==> src/rtl/mc_pkg.sv <==
// Shared types and encodings for the multicycle MIPS-subset controller.
// MC_ADDI_EN adds the ADDIEXEC/ADDIWB states to the state enum.
package mc_pkg;

    localparam int unsigned MC_STATE_W = 4;

    typedef enum logic [MC_STATE_W-1:0] {
        FETCH    = 4'd0,
        DECODE   = 4'd1,
        MEMADR   = 4'd2,
        MEMRD    = 4'd3,
        MEMWB    = 4'd4,
        MEMWR    = 4'd5,
        EXECUTE  = 4'd6,
        ALUWB    = 4'd7,
        BRANCH   = 4'd8,
        JUMP     = 4'd9
`ifdef MC_ADDI_EN
        ,
        ADDIEXEC = 4'd10,
        ADDIWB   = 4'd11
`endif
    } state_t;

    localparam logic [5:0] OP_RTYPE = 6'b000000;
    localparam logic [5:0] OP_LW    = 6'b100011;
    localparam logic [5:0] OP_SW    = 6'b101011;
    localparam logic [5:0] OP_BEQ   = 6'b000100;
    localparam logic [5:0] OP_ADDI  = 6'b001000;
    localparam logic [5:0] OP_J     = 6'b000010;

    localparam logic [5:0] F_ADD = 6'b100000;
    localparam logic [5:0] F_SUB = 6'b100010;
    localparam logic [5:0] F_AND = 6'b100100;
    localparam logic [5:0] F_OR  = 6'b100101;
    localparam logic [5:0] F_SLT = 6'b101010;

    localparam logic [2:0] ALU_AND = 3'b000;
    localparam logic [2:0] ALU_OR  = 3'b001;
    localparam logic [2:0] ALU_ADD = 3'b010;
    localparam logic [2:0] ALU_SUB = 3'b110;
    localparam logic [2:0] ALU_SLT = 3'b111;

    typedef enum logic [1:0] {
        ALUOP_ADD   = 2'b00,
        ALUOP_SUB   = 2'b01,
        ALUOP_FUNCT = 2'b10
    } aluop_t;

    localparam logic [1:0] SRCB_REGB  = 2'b00;
    localparam logic [1:0] SRCB_FOUR  = 2'b01;
    localparam logic [1:0] SRCB_IMM   = 2'b10;
    localparam logic [1:0] SRCB_IMMSH = 2'b11;

    localparam logic [1:0] PCSRC_ALU    = 2'b00;
    localparam logic [1:0] PCSRC_ALUOUT = 2'b01;
    localparam logic [1:0] PCSRC_JUMP   = 2'b10;

    // Per-state control word before reset gating and the branch/funct qualifiers.
    typedef struct packed {
        logic       pcwrite;
        logic       branch;
        logic       memwrite;
        logic       irwrite;
        logic       regwrite;
        logic       alusrca;
        logic [1:0] alusrcb;
        logic       iord;
        logic       memtoreg;
        logic       regdst;
        logic [1:0] pcsrc;
        aluop_t     aluop;
    } ctrl_t;

endpackage

==> src/rtl/multicycle_controller_if.sv <==
// Controller <-> datapath bundle: instruction fields and zero in, control word out.
interface multicycle_controller_if;

    logic [5:0] op;
    logic [5:0] funct;
    logic       zero;
    logic       pcen;
    logic       memwrite;
    logic       irwrite;
    logic       regwrite;
    logic       alusrca;
    logic [1:0] alusrcb;
    logic       iord;
    logic       memtoreg;
    logic       regdst;
    logic [1:0] pcsrc;
    logic [2:0] alucontrol;

    modport master (
        input  op, funct, zero,
        output pcen, memwrite, irwrite, regwrite, alusrca, alusrcb,
               iord, memtoreg, regdst, pcsrc, alucontrol
    );

    modport slave (
        output op, funct, zero,
        input  pcen, memwrite, irwrite, regwrite, alusrca, alusrcb,
               iord, memtoreg, regdst, pcsrc, alucontrol
    );

endinterface

==> src/rtl/multicycle_controller_alu_decoder.sv <==
// ALU control decode from aluop and funct; funct_ok flags a supported R-type funct.
module alu_decoder
    import mc_pkg::*;
(
    input  aluop_t     aluop,
    input  logic [5:0] funct,
    output logic [2:0] alucontrol,
    output logic       funct_ok
);

    logic [2:0] funct_code;

    // funct_ok is independent of aluop so ALUWB can qualify its write with it.
    always_comb begin
        funct_ok   = 1'b1;
        funct_code = ALU_ADD;
        case (funct)
            F_ADD:   funct_code = ALU_ADD;
            F_SUB:   funct_code = ALU_SUB;
            F_AND:   funct_code = ALU_AND;
            F_OR:    funct_code = ALU_OR;
            F_SLT:   funct_code = ALU_SLT;
            default: funct_ok   = 1'b0;
        endcase
    end

    always_comb begin
        alucontrol = ALU_ADD;
        case (aluop)
            ALUOP_SUB:   alucontrol = ALU_SUB;
            ALUOP_FUNCT: alucontrol = funct_code;
            default:     alucontrol = ALU_ADD;
        endcase
    end

endmodule

==> src/rtl/multicycle_controller.sv <==
// Main control FSM of the multicycle MIPS-subset datapath (Moore, one state per clock).
// Define MC_ADDI_EN to include the addi states; otherwise addi is an illegal opcode.
module multicycle_controller
    import mc_pkg::*;
#(
    parameter int unsigned STATE_W = MC_STATE_W
) (
    input  logic                    clk,
    input  logic                    rst_n,
    multicycle_controller_if.master bus
);

    logic [STATE_W-1:0] state_q;
    state_t             state;
    state_t             state_next;
    state_t             state_eff;
    ctrl_t              ctrl;
    logic               aluwb;
    logic [2:0]         alucontrol;
    logic               funct_ok;

    assign state = state_t'(state_q);

    always_ff @(posedge clk) begin
        if (!rst_n) begin
            state_q <= STATE_W'(FETCH);
        end else begin
            state_q <= STATE_W'(state_next);
        end
    end

    // During reset the control word shows FETCH values; enables are gated below.
    always_comb begin
        state_next = FETCH;
        state_eff  = rst_n ? state : FETCH;
        ctrl       = '0;
        aluwb      = 1'b0;

        case (state)
            FETCH:   state_next = DECODE;
            DECODE: begin
                case (bus.op)
                    OP_LW, OP_SW: state_next = MEMADR;
                    OP_RTYPE:     state_next = EXECUTE;
                    OP_BEQ:       state_next = BRANCH;
`ifdef MC_ADDI_EN
                    OP_ADDI:      state_next = ADDIEXEC;
`endif
                    OP_J:         state_next = JUMP;
                    default:      state_next = FETCH;
                endcase
            end
            MEMADR:   state_next = (bus.op == OP_LW) ? MEMRD : MEMWR;
            MEMRD:    state_next = MEMWB;
            EXECUTE:  state_next = ALUWB;
`ifdef MC_ADDI_EN
            ADDIEXEC: state_next = ADDIWB;
`endif
            default:  state_next = FETCH;
        endcase

        case (state_eff)
            FETCH: begin
                ctrl.alusrcb = SRCB_FOUR;
                ctrl.irwrite = 1'b1;
                ctrl.pcwrite = 1'b1;
            end
            DECODE: ctrl.alusrcb = SRCB_IMMSH;
            MEMADR: begin
                ctrl.alusrca = 1'b1;
                ctrl.alusrcb = SRCB_IMM;
            end
            MEMRD: ctrl.iord = 1'b1;
            MEMWB: begin
                ctrl.memtoreg = 1'b1;
                ctrl.regwrite = 1'b1;
            end
            MEMWR: begin
                ctrl.iord     = 1'b1;
                ctrl.memwrite = 1'b1;
            end
            EXECUTE: begin
                ctrl.alusrca = 1'b1;
                ctrl.aluop   = ALUOP_FUNCT;
            end
            ALUWB: begin
                ctrl.regdst = 1'b1;
                aluwb       = 1'b1;
            end
            BRANCH: begin
                ctrl.alusrca = 1'b1;
                ctrl.aluop   = ALUOP_SUB;
                ctrl.pcsrc   = PCSRC_ALUOUT;
                ctrl.branch  = 1'b1;
            end
`ifdef MC_ADDI_EN
            ADDIEXEC: begin
                ctrl.alusrca = 1'b1;
                ctrl.alusrcb = SRCB_IMM;
            end
            ADDIWB: ctrl.regwrite = 1'b1;
`endif
            JUMP: begin
                ctrl.pcsrc   = PCSRC_JUMP;
                ctrl.pcwrite = 1'b1;
            end
            default: ctrl = '0;
        endcase
    end

    alu_decoder u_alu_decoder (
        .aluop      (ctrl.aluop),
        .funct      (bus.funct),
        .alucontrol (alucontrol),
        .funct_ok   (funct_ok)
    );

    assign bus.pcen       = rst_n & (ctrl.pcwrite | (ctrl.branch & bus.zero));
    assign bus.memwrite   = rst_n & ctrl.memwrite;
    assign bus.irwrite    = rst_n & ctrl.irwrite;
    assign bus.regwrite   = rst_n & (ctrl.regwrite | (aluwb & funct_ok));
    assign bus.alusrca    = ctrl.alusrca;
    assign bus.alusrcb    = ctrl.alusrcb;
    assign bus.iord       = ctrl.iord;
    assign bus.memtoreg   = ctrl.memtoreg;
    assign bus.regdst     = ctrl.regdst;
    assign bus.pcsrc      = ctrl.pcsrc;
    assign bus.alucontrol = alucontrol;

endmodule

==> src/flat_wrapper.sv <==
// flat-port wrapper written by rule: the top's interface ports become plain ports
module multicycle_controller_flat import mc_pkg::*;
#(
    parameter int unsigned STATE_W = MC_STATE_W
)
  (clk, rst_n, bus_op, bus_funct, bus_zero, bus_pcen, bus_memwrite, bus_irwrite, bus_regwrite, bus_alusrca, bus_alusrcb, bus_iord, bus_memtoreg, bus_regdst, bus_pcsrc, bus_alucontrol);
  multicycle_controller_if bus_i ();
  input  logic clk;
  input  logic rst_n;
  input wire logic [$bits(bus_i.op)-1:0] bus_op;
  input wire logic [$bits(bus_i.funct)-1:0] bus_funct;
  input wire logic [$bits(bus_i.zero)-1:0] bus_zero;
  output wire logic [$bits(bus_i.pcen)-1:0] bus_pcen;
  output wire logic [$bits(bus_i.memwrite)-1:0] bus_memwrite;
  output wire logic [$bits(bus_i.irwrite)-1:0] bus_irwrite;
  output wire logic [$bits(bus_i.regwrite)-1:0] bus_regwrite;
  output wire logic [$bits(bus_i.alusrca)-1:0] bus_alusrca;
  output wire logic [$bits(bus_i.alusrcb)-1:0] bus_alusrcb;
  output wire logic [$bits(bus_i.iord)-1:0] bus_iord;
  output wire logic [$bits(bus_i.memtoreg)-1:0] bus_memtoreg;
  output wire logic [$bits(bus_i.regdst)-1:0] bus_regdst;
  output wire logic [$bits(bus_i.pcsrc)-1:0] bus_pcsrc;
  output wire logic [$bits(bus_i.alucontrol)-1:0] bus_alucontrol;
  assign bus_i.op = bus_op;
  assign bus_i.funct = bus_funct;
  assign bus_i.zero = bus_zero;
  assign bus_pcen = bus_i.pcen;
  assign bus_memwrite = bus_i.memwrite;
  assign bus_irwrite = bus_i.irwrite;
  assign bus_regwrite = bus_i.regwrite;
  assign bus_alusrca = bus_i.alusrca;
  assign bus_alusrcb = bus_i.alusrcb;
  assign bus_iord = bus_i.iord;
  assign bus_memtoreg = bus_i.memtoreg;
  assign bus_regdst = bus_i.regdst;
  assign bus_pcsrc = bus_i.pcsrc;
  assign bus_alucontrol = bus_i.alucontrol;
  multicycle_controller #(.STATE_W(STATE_W)) u_core (.clk(clk), .rst_n(rst_n), .bus(bus_i));
endmodule
==> config.mk <==
export PLATFORM = sky130hd
export DESIGN_NAME = multicycle_controller_flat
export DESIGN_NICKNAME = d
export VERILOG_FILES = /design/src/rtl/mc_pkg.sv /design/src/rtl/multicycle_controller_if.sv /design/src/rtl/multicycle_controller_alu_decoder.sv /design/src/rtl/multicycle_controller.sv /design/src/flat_wrapper.sv
export SDC_FILE = /design/constraint.sdc
export NUM_CORES = 1
export LEC_CHECK = 0
export ABC_AREA = 1
export CAP_MARGIN = 5
export CORE_MARGIN = 2
export CORE_UTILIZATION = 44
export CTS_BUF_LIST = sky130_fd_sc_hd__clkbuf_8
export DETAILED_ROUTE_END_ITERATION = 7
export PLACE_DENSITY = 0.89
export SYNTH_ARGS = -nofsm -noshare
export SYNTH_HDL_FRONTEND = slang
export SYNTH_SLANG_ARGS = --single-unit
==> constraint.sdc <==
create_clock -name clk -period 4.5 [get_ports clk]
set_input_delay 0.9 -clock clk [delete_from_list [all_inputs] [get_ports clk]]
set_output_delay 0.9 -clock clk [all_outputs]
set_load 0.02 [all_outputs]
==> impl_metrics.env <==
export IMPL_synth_compound_area_share=0.0922
export IMPL_cpMostUsedCell="clkdlybuf4s50_1"
export IMPL_worstPathCellList="clkdlybuf4s50_1 -> nand3_1 -> nor2_2 -> inv_1 -> ha_1 -> a21oi_1 -> clkdlybuf4s50_1"
export IMPL_rsz0062_at_grt="false"
export IMPL_post_cts_setup_buffers=0
export IMPL_drv_cap=0
export IMPL_gp_congestion=0.879
export IMPL_clock_tree_buffer_depth=2
export IMPL_io_pins=30
export IMPL_synthAdderAreaFrac=0.0410
export IMPL_final_core_util=0.730
export IMPL_antenna_found_initial=0
export IMPL_cts_sinks=4
export IMPL_die_x_um=41.3
export IMPL_power_mw=0.154
export IMPL_num_vias=779
export IMPL_syn_to_final_growth_pct=55.5
export IMPL_worstPathMaxFanout=10
export IMPL_whs_ps=684
export IMPL_synthMuxAreaShare=0
export IMPL_place_hpwl_um=1410
export IMPL_power_leakage_nw=0.429
export IMPL_slew_viol_final=0
export IMPL_die_area_um2=1700
export IMPL_yosysUniqueCellTypes=19
export IMPL_regArea_um2=80.1
export IMPL_syn_cell_area_um2=611
export IMPL_grt_pass1_wl_um=2420
export IMPL_n_fill_cell=120
export IMPL_synth_cells=111
export IMPL_dr_pass1_iters=4
export IMPL_htree_levels=1
export IMPL_cp_data_arrival_time_ps=3090
export IMPL_crit_type="in -> out"
export IMPL_critPathRequiredTime_ps=3600
export IMPL_ant_nets=0
export IMPL_outcome="completed"
export IMPL_yosysSeqAreaShare=0.131
export IMPL_die_h_um=41.3
export IMPL_drc=0
export IMPL_max_stage_delay_ps=710
export IMPL_grt_remaining_overflow=0
export IMPL_cts_resized=0
export IMPL_finalHoldViolations=0
export IMPL_syn_area_per_cell_um2=5.50
export IMPL_root_buffer="clkbuf_8"
export IMPL_clock_latency_ps=210
export IMPL_multi_input_area_um2=427
export IMPL_port_buffers=29
export IMPL_synthXorXnorAreaFrac=0
export IMPL_numCtsBuffers=3
export IMPL_clk_pin_slew_ps=30
export IMPL_grtUsageTotal=0.217
export IMPL_layout_setup_ws_ps=509
export IMPL_nets=161
export IMPL_critPathLaunchType="input pin"
export IMPL_ys_ff_latch=4
export IMPL_crit_path_top_delay_cell="clkdlybuf4s50_1"
export IMPL_fin_crit_ps=3990
export IMPL_rows=13
export IMPL_synth_nets=128
export IMPL_fin_skew_ps=0.501
export IMPL_diodes=0
export IMPL_largest_register_ffs=4
export IMPL_synth_top_family_by_area="simple AND/OR/NAND/NOR gates"
export IMPL_core_area_um2=1300
export IMPL_drtIter0Drc=18
export IMPL_pre_cts_slack_ps=515
export IMPL_p_per_area_nw_per_um2=162
export IMPL_fin_crit_sh=0.887
export IMPL_cts_tree="yes"
export IMPL_synth_simple_gate_area_frac=0.566
export IMPL_fin_tns_setup_ps=0
export IMPL_hold_class="reg -> reg"
export IMPL_grt_pass1_vias=647
export IMPL_ir_worst_vdd_mv=0.224
export IMPL_grt_max_degree=11
export IMPL_max_slew_margin_rel=0.736
export IMPL_drt_wl_total_um=1660
export IMPL_holdBufCountCts=0
export IMPL_layout_drive_gt1_share=0.106
export IMPL_cp_end_kind="output pin"
export IMPL_fmax_mhz=251
export IMPL_yosysWarnings=0
export IMPL_vias_per_cell=4.96
export IMPL_worstMarginPinSlew_ps=395
export IMPL_routedWlPerCell_um=10.5
export IMPL_initial_utilization=0.469
export IMPL_setup_viol=0
## layout by cell type (no fill, tap or decap), drive strengths merged
master         netlist  routed
clkdlybuf4s50        0      29
nand4                3       3
nor2                24      24
nand3               14      14
nor3                 1       1
clkbuf               0       3
dfxtp                4       4
ha                   2       2
a31oi                1       1
a21oi                7       7
nand2               27      27
inv                 24      24
o21ai                3       3
## layer usage
metal  up-vias  GRT usage  routed length, um  part of all wire
met5         -          0                  0                 0
met4         0     0.0645                  0                 0
met3         0     0.0543                 77             0.047
met2        24      0.422                872              0.53
met1       347      0.222                705              0.43
li1        408          -                  -                 -
## report_power, final
group	leakage, nW	total (mW)	switching, mW	internal, mW
Clock	0.0216	0.0720	0.0153	0.0567
Sequential	0.0326	0.0380	0.00138	0.0367
Combinational	0.375	0.0436	0.0223	0.0213
Total	0.429	0.154	0.0390	0.115
## kinds of logic after synthesis
kind of cell	Yosys count
flops	4
fa+ha+maj	2
compound gates	11
buf+inv	25
simple gates	69
## cells in the mapped netlist
cell type  count  area share
nand3_4        1       0.029
buf_6          1       0.018
inv_4          1       0.010
o21ai_0        3       0.025
inv_2          1      0.0061
nand2_1       25        0.15
nor2_2         3       0.031
nor3_1         1      0.0082
inv_1         22        0.14
a21oi_1        7       0.057
nor2_1        17        0.10
nor2_4         4       0.074
nand2_2        1       0.010
nand4_1        3       0.031
ha_1           2       0.041
nand3_1       13        0.11
nand2_4        1       0.018
a31oi_1        1       0.010
dfxtp_1        4        0.13
## cell type report
type / instances / area share
inverters: 24 / 0.0975
multi-input cells: 82 / 0.449
repair buffers: 29 / 0.306
well taps: 15 / 0.0198
flip-flops and latches: 4 / 0.0843
clock buffers: 3 / 0.0435
## critical path: cells and delay by family
| kind | cells | cell delay, ps |
|---|---|---|
| buffers and inverters | 3 | 1410 |
| adders and majority gates | 1 | 330 |
| and+or+nand+nor | 2 | 310 |
| AOI/OAI and AO/OA | 1 | 140 |
## stage by stage
step	instance area, um^2	std cells
2_1_floorplan	611	111
3_3_place_gp	908	154
3_5_place_dp	908	154
4_1_cts	950	157
5_1_grt	950	157
6_report	950	157
## final timing paths
check	end	slack (ps)	start	depth (start not counted)
worst max-delay path	bus_alucontrol[2]	510	rst_n	7
worst min-delay path	u_core.state[0]	680	u_core.state[0]	4
worst max register to register	u_core.state[2]	3430	u_core.state[3]	7
worst min register to register	u_core.state[0]	680	u_core.state[0]	4
(Power assumes the default switching activity.)
